--- config.mk ---
export PLATFORM = sky130hd
export DESIGN_NAME = timer_counter
export DESIGN_NICKNAME = d
export VERILOG_FILES = /design/src/rtl/timer_counter.sv
export SDC_FILE = /design/constraint.sdc
export NUM_CORES = 1
export LEC_CHECK = 0
export ABC_AREA = 1
export BUFFER_PORTS_ARGS = -buffer_cell sky130_fd_sc_hd__buf_4
export CAP_MARGIN = 10
export CORE_ASPECT_RATIO = 0.8
export CORE_MARGIN = 2
export CORE_UTILIZATION = 55
export CTS_BUF_LIST = sky130_fd_sc_hd__clkbuf_8 sky130_fd_sc_hd__clkbuf_16
export CTS_CLUSTER_DIAMETER = 80
export CTS_CLUSTER_SIZE = 8
export DETAILED_ROUTE_END_ITERATION = 7
export GPL_TIMING_DRIVEN = 0
export PLACE_DENSITY_LB_ADDON = 0.15
export SYNTH_ARGS = -nofsm -noshare
export SYNTH_HDL_FRONTEND = slang
export SYNTH_SLANG_ARGS = --single-unit
--- constraint.sdc ---
create_clock -name clk -period 2.1 [get_ports clk]
set_clock_uncertainty 0.05 [all_clocks]
set_input_delay 0 -clock clk [delete_from_list [all_inputs] [get_ports clk]]
set_output_delay 0 -clock clk [all_outputs]
set_load 0.05 [all_outputs]
--- src/rtl/timer_counter.sv ---
// timer_counter: memory-mapped down-counter timer with interrupt output.
//
// Register window at BASE:
//   +0x0 CTRL   [3] IM, [2:1] Mode, [0] Enable (R/W)
//   +0x4 PRESET 32-bit reload value (R/W)
//   +0x8 COUNT  current count (read-only)
// Anything else in or outside the window reads 0 and ignores writes.
//
// Build option: define TIMER_AUTORELOAD_EN to make Mode 01 an auto-reload
// timer. Without it, Mode 01 behaves as one-shot and CTRL[2:1] always
// reads 00.
module timer_counter #(
   parameter logic [31:0] BASE = 32'h0000_7f00
) (
   input  logic        clk,
   input  logic        reset,
   input  logic        we,
   input  logic [31:0] addr,
   input  logic [31:0] wdata,
   output logic [31:0] rdata,
   output logic        irq
);

   typedef enum logic [1:0] {
      StIdle,
      StLoad,
      StCnt,
      StInt
   } state_e;

   // Word addresses of the three registers.
   localparam logic [29:0] CtrlWord   = BASE[31:2];
   localparam logic [29:0] PresetWord = BASE[31:2] + 30'd1;
   localparam logic [29:0] CountWord  = BASE[31:2] + 30'd2;

   state_e      state_q, state_d;
   logic        ctrl_im_q, ctrl_im_d;
   logic [1:0]  ctrl_mode_q, ctrl_mode_d;
   logic        ctrl_en_q, ctrl_en_d;
   logic [31:0] preset_q, preset_d;
   logic [31:0] count_q, count_d;
   logic        irq_flag_q, irq_flag_d;

   logic        sel_ctrl, sel_preset, sel_count;
   logic        wr_ctrl, wr_preset;
   logic        reload_mode;
   logic [1:0]  mode_wdata;
   logic        fsm_flag_set, fsm_flag_clr, fsm_en_clr;

   // Byte-offset bits never matter: only full-word stores reach this block.
   logic        unused_addr;
   assign unused_addr = ^addr[1:0];

   // Address decode and write strobes.
   always_comb begin
      sel_ctrl   = (addr[31:2] == CtrlWord);
      sel_preset = (addr[31:2] == PresetWord);
      sel_count  = (addr[31:2] == CountWord);
      wr_ctrl    = we & sel_ctrl;
      wr_preset  = we & sel_preset;
   end

`ifdef TIMER_AUTORELOAD_EN
   assign reload_mode = (ctrl_mode_q == 2'b01);
   assign mode_wdata  = wdata[2:1];
`else
   // Mode is held at one-shot.
   assign reload_mode = 1'b0;
   assign mode_wdata  = 2'b00;
`endif

   // Counter FSM: next state, count update and FSM-side flag/enable events.
   always_comb begin
      state_d      = state_q;
      count_d      = count_q;
      fsm_flag_set = 1'b0;
      fsm_flag_clr = 1'b0;
      fsm_en_clr   = 1'b0;
      unique case (state_q)
         StIdle: begin
            if (ctrl_en_q) begin
               state_d = StLoad;
            end
         end
         StLoad: begin
            count_d      = preset_q;
            fsm_flag_clr = 1'b1;
            state_d      = StCnt;
         end
         StCnt: begin
            if (!ctrl_en_q) begin
               // Disabled mid-count: freeze COUNT where it is.
               state_d = StIdle;
            end else if (count_q <= 32'd1) begin
               // Covers PRESET=0 too, so COUNT never wraps.
               count_d      = 32'd0;
               fsm_flag_set = 1'b1;
               state_d      = StInt;
            end else begin
               count_d = count_q - 32'd1;
            end
         end
         StInt: begin
            if (reload_mode) begin
               // Enable stays set, so IDLE goes straight back to LOAD.
               fsm_flag_clr = 1'b1;
            end else begin
               fsm_en_clr = 1'b1;
            end
            state_d = StIdle;
         end
         default: begin
            state_d = StIdle;
         end
      endcase
   end

   // Register file next state; a CPU write to CTRL overrides the FSM enable clear.
   always_comb begin
      ctrl_im_d   = ctrl_im_q;
      ctrl_mode_d = ctrl_mode_q;
      ctrl_en_d   = ctrl_en_q & ~fsm_en_clr;
      preset_d    = preset_q;
      if (wr_ctrl) begin
         ctrl_im_d   = wdata[3];
         ctrl_mode_d = mode_wdata;
         ctrl_en_d   = wdata[0];
      end
      if (wr_preset) begin
         preset_d = wdata;
      end
   end

   // Interrupt flag: a set from the FSM beats any clear on the same edge.
   always_comb begin
      irq_flag_d = irq_flag_q;
      if (fsm_flag_clr || wr_ctrl || wr_preset) begin
         irq_flag_d = 1'b0;
      end
      if (fsm_flag_set) begin
         irq_flag_d = 1'b1;
      end
   end

   // State and register storage.
   always_ff @(posedge clk or negedge reset) begin
      if (!reset) begin
         state_q     <= StIdle;
         ctrl_im_q   <= 1'b0;
         ctrl_mode_q <= 2'b00;
         ctrl_en_q   <= 1'b0;
         preset_q    <= 32'd0;
         count_q     <= 32'd0;
         irq_flag_q  <= 1'b0;
      end else begin
         state_q     <= state_d;
         ctrl_im_q   <= ctrl_im_d;
         ctrl_mode_q <= ctrl_mode_d;
         ctrl_en_q   <= ctrl_en_d;
         preset_q    <= preset_d;
         count_q     <= count_d;
         irq_flag_q  <= irq_flag_d;
      end
   end

   // Zero-latency read mux over the current register values.
   always_comb begin
      rdata = 32'd0;
      if (sel_ctrl) begin
         rdata = {28'd0, ctrl_im_q, ctrl_mode_q, ctrl_en_q};
      end else if (sel_preset) begin
         rdata = preset_q;
      end else if (sel_count) begin
         rdata = count_q;
      end
   end

   // Mask is applied combinationally so IM changes show up at once.
   assign irq = ctrl_im_q & irq_flag_q;

endmodule

* Word-level counts from Yosys, hierarchy flattened
Index checks and enable logic that the tools add are counted.
Widths: inputs -> output; s select.
** Storage, ports and cells
- Flip-flop bits (word level) :: 69
- Bits of input ports :: 67
- Output and inout port bits :: 33
- Logic and storage cells :: 47
** Operators by class
- $add $sub $neg :: 1
- Magnitude comparators :: 1
- Equality and inequality tests :: 9
- Mux-type cells :: 18
- Bitwise logic cells :: 5
- Reduce and logical (&&, ||, !) cells :: 7
** Operators by type and width (number)
- $mux 32 :: 5
- $eq 30x13->1 const B :: 3
- $pmux 32 s2 :: 1
- $le 32x1->1 const B :: 1
- $sub 32x1->32 const B :: 1
- $mux 1 :: 8
- $pmux 2 s4 :: 1
- $mux 2 :: 3
- $and 1x1->1 :: 4
- $eq 2x2->1 const B :: 2
- $ne 2x2->1 const B :: 2
- $reduce_and 2->1 :: 2
- $reduce_bool 2->1 :: 2
- $ne 3x3->1 const B :: 1
- $eq 2x1->1 const B :: 1
- $logic_not 2->1 :: 1
- $logic_or 1x1->1 :: 2
- $not 1->1 :: 1

* Logic depth before layout (Yosys ltp)
- Depth in word-level cells :: 6
- Mapped depth :: 12
- Gate-level depth less buffers :: 11

* Worst setup path before layout
OpenSTA, ideal clock, no wires.
- Kind :: reg2reg
- From :: register count_q[0]
- To :: register count_q[23]
- Library setup time :: 0.123 ns
- Arrival :: 1.708 ns
- Data required time :: 1.927 ns
- Setup slack :: 0.218 ns
- Cell stages (with the launch flop) :: 11
- Buffers on the path :: 2
- Period minus slack after synthesis :: 1.882 ns
- Cell sequence :: dfrtp_1 > inv_1 > ha_1 > clkbuf_1 > nand2_2 > nor2_2 > nand2_1 > a21o_1 > buf_2 > nand3_1 > a21oi_1
** On the way
- Cells in the longest elaborated chain, start to end :: 4
- Elaborated cells on any way between the ends :: 5
- Classes of those cells :: 1 x add/sub; 1 x order compare; 3 x mux
** RTL lines
- from (decl) :: line 41 : logic [31:0] count_q, count_d;
- from (signal assigned) :: line 161 : count_q <= count_d;
- $sub 32x1->32 / $le 32x1->1 (equally long branches) :: line 100, 94
- $mux 32 * :: line 94 : end else if (count_q <= 32'd1) begin
- $mux 32 * :: line 91 : if (!ctrl_en_q) begin
- $pmux 32 s2 * :: line 79 : unique case (state_q)
Mark *: on every way between the ends. The rest lies on a longest branch, timed or not. The select of a mux whose other input is x is not followed.
A chain may end at the register's enable or synchronous reset.

* Worst setup path after layout
- From :: register count_q[0]
- To :: register count_q[29]
The elaborated chain is that of the path after synthesis.

==> impl_metrics.json <==
{
  "status": "complete, no violations",
  "cp_cell_sequence": "inv_2, ha_4, nand2_2, nor2_4, nand2_2, a21o_1, clkbuf_4, nand4_1, a21oi_1",
  "place_congestion": 0.9983,
  "detail_route.wl_per_cell_um": 17.01,
  "worstMarginPinSlew_ns": 0.9051,
  "cts_tree": "built",
  "worstReg2RegStart": "count_q[0]$_DFFE_PN0P_",
  "cts.path.max_buffers": 2,
  "critPathBufInv": 2,
  "grt.overflow.total": 0,
  "crit_fanout": 10,
  "synthesis.area_sq_mm": 0.004425,
  "die_x_um": 104.3,
  "path_depth": 9,
  "drt_iter0_drc": 450,
  "critPathCaptureType": "flop",
  "syn2layout_area_growth_pct": 33.50,
  "n_antenna_cell": 0,
  "num_rows": 29,
  "ys_warn_count": 0,
  "final_max_slew_viol_count": 0,
  "clock-sinks": 69,
  "crit_path_start_kind": "flop",
  "crit_path_max_incr_delay_ns": 0.44,
  "min_period_ns": 2.061,
  "power_mw": 3.217,
  "start_util_pct": 56.21,
  "holdPathStages": 5,
  "path_class": "reg -> reg",
  "viasPerCell": 5.690,
  "p_per_area_mw_per_mm2": 544.5,
  "final-hold-violation-count": 0,
  "clock_latency_ns": 0.36,
  "period_share_pct": 98.16,
  "worstHoldStart": "addr[3]",
  "cts_buffers": 9,
  "yosysSeqAreaShare_pct": 39.02,
  "nets": 866,
  "antenna_found_initial": 0,
  "final_common_cell": "nand2_1",
  "synth_seq_cells": 69,
  "peakVddDrop_mv": 0.5519,
  "syn-instance-count": 649,
  "wl_um": 15480,
  "drv_cap": 0,
  "critPathLaunch": "count_q[0]$_DFFE_PN0P_",
  "synthesis.nets": 718,
  "p_leak_nw": 2.851,
  "final_cell_mix": "132 x nand2_1, 102 x buf_4, 97 x nor2_1",
  "tns_ns": 0,
  "seq_area_sq_mm": 0.001727,
  "ys_types": 31,
  "htreeDepth": 3,
  "fillers": 604,
  "max_freq_mhz": 485.1,
  "rr_worst_depth": 9,
  "grt_pass1_vias": 5060,
  "max-slew-margin-rel_pct": 39.66,
  "coreArea_sq_mm": 0.007874,
  "crit_family": "simple AND/OR/NAND/NOR gates",
  "multi_input_area_sq_mm": 0.002270,
  "clk_pin_slew_ns": 0.08,
  "clockRootBuffer": "clkbuf_8",
  "crit_top_cell": "nand2_2",
  "num_vias": 5178,
  "die_h_um": 84.23,
  "setup_viol": 0,
  "grt_start_max_net_pins": 70,
  "hold_path.class": "in -> reg",
  "drtPass1Iterations": 6,
  "port_buffers": 97,
  "ios": 100,
  "grt_first_pass_wirelength_um": 25450,
  "drive_gt1_share_pct": 19.20,
  "arrival_ns": 2.24,
  "dp_hpwl_um": 10840,
  "track_usage_pct": 36.77,
  "slowest_stage": "dfrtp_1",
  "critPathRequiredTime_ns": 2.28,
  "ant_nets": 0,
  "dieArea_sq_mm": 0.008784,
  "drc": 0,
  "avgSynthCellArea_sq_um": 6.819
}
## final timing paths
| kind | to | slack (ns) |
|---|---|---|
| max | count_q[29]$_DFFE_PN0P_ | 0.04 |
| min | preset_q[3]$_DFFE_PN0P_ | 0.03 |
| max reg2reg | count_q[29]$_DFFE_PN0P_ | 0.04 |
| min reg2reg | state_q[0]$_DFFE_PN0P_ | 0.46 |
| max in group asynchronous | preset_q[23]$_DFFE_PN0P_ | 1.12 |
| min in group asynchronous | count_q[1]$_DFFE_PN0P_ | 0.27 |
## synth_stat cells (all sizes together)
master | number | area share [%]
xnor2 | 1 | 0.20
nor2 | 108 | 10
nor3 | 4 | 0.57
and2 | 1 | 0.17
or2 | 4 | 0.57
o22ai | 32 | 4.5
dfrtp | 69 | 39
nand2 | 135 | 12
a21oi | 28 | 3.2
ha | 2 | 0.57
nor4 | 2 | 0.28
a211oi | 1 | 0.17
inv | 85 | 7.2
buf | 14 | 2.3
clkbuf | 12 | 1.0
o21ai | 80 | 9.0
a22oi | 3 | 0.51
nand3 | 36 | 4.1
nand4 | 23 | 3.3
xor2 | 8 | 1.6
a21o | 1 | 0.17
## kinds of logic (layout without fill, tap and decap cells)
group | Yosys count | after routing | share of synthesized area [%]
fa+ha+maj | 2 | 2 | 0.5654
compound gates | 145 | 145 | 17.59
xor+xnor | 9 | 9 | 1.781
flops | 69 | 69 | 39.02
buf+inv | 111 | 264 | 10.49
simple gates | 313 | 313 | 30.56
## power breakdown
part / internal [mW] / switching, mW
Clock: 0.432 / 0.576
Sequential: 1.46 / 0.187
Combinational: 0.271 / 0.287
Total: 2.17 / 1.05
## worst register-to-register path: cells and delay by family, from the launching register on
family / cells / cell delay, ns
and+or+nand+nor: 4 / 0.53
DFF: 1 / 0.44
AOI/OAI and AO/OA: 2 / 0.37
buffers and inverters: 2 / 0.34
adders and majority gates: 1 / 0.21
## layer usage
layer,part of all wire (%),wire length (um),GRT usage (%),vias to the layer above
met2,45,7003,58.23,290
met3,9.0,1399,9.239,40
met1,43,6703,49.23,2417
met4,2.4,374,13.39,0
li1,-,-,-,2431
met5,0,0,0,-
## through the flow
stage	hold WS [ns]	worst slack (ns)	util [%]	instances	area, sq um
after floorplan	-0.3456	0.2182	-	649	4425
after global placement	0.1164	-0.2910	67.17	854	5289
after detailed placement	0.1292	-0.2974	67.17	854	5289
after CTS	0.01937	0.008689	74.56	908	5871
after global routing	0.08241	-0.006649	75.04	910	5908
final	0.03383	0.03871	75.04	910	5908
## layout make-up
cell class	instances	area share, %
plain buffers	25	2.520
clock buffers	9	2.097
clock inverters	7	0.8683
inverters	85	5.400
multi-input cells	469	38.42
flip-flops and latches	69	29.22
well taps	108	2.287
repair buffers	138	19.19
## repair_timing
action,in CTS,in global routing
setup endpoints to repair,29,27
buffers inserted,0,2
pin swaps,0,1
hold buffers,39,0
hold endpoints to repair,103,0
gates resized for setup,4,12
## state kept, by name, indices dropped and copies added (netlist names)
name	count
count_q	32
ctrl_en_q	1
ctrl_im_q	1
irq_flag_q	1
preset_q	32
state_q	2
Note: power is estimated with default switching activity, not from simulation.
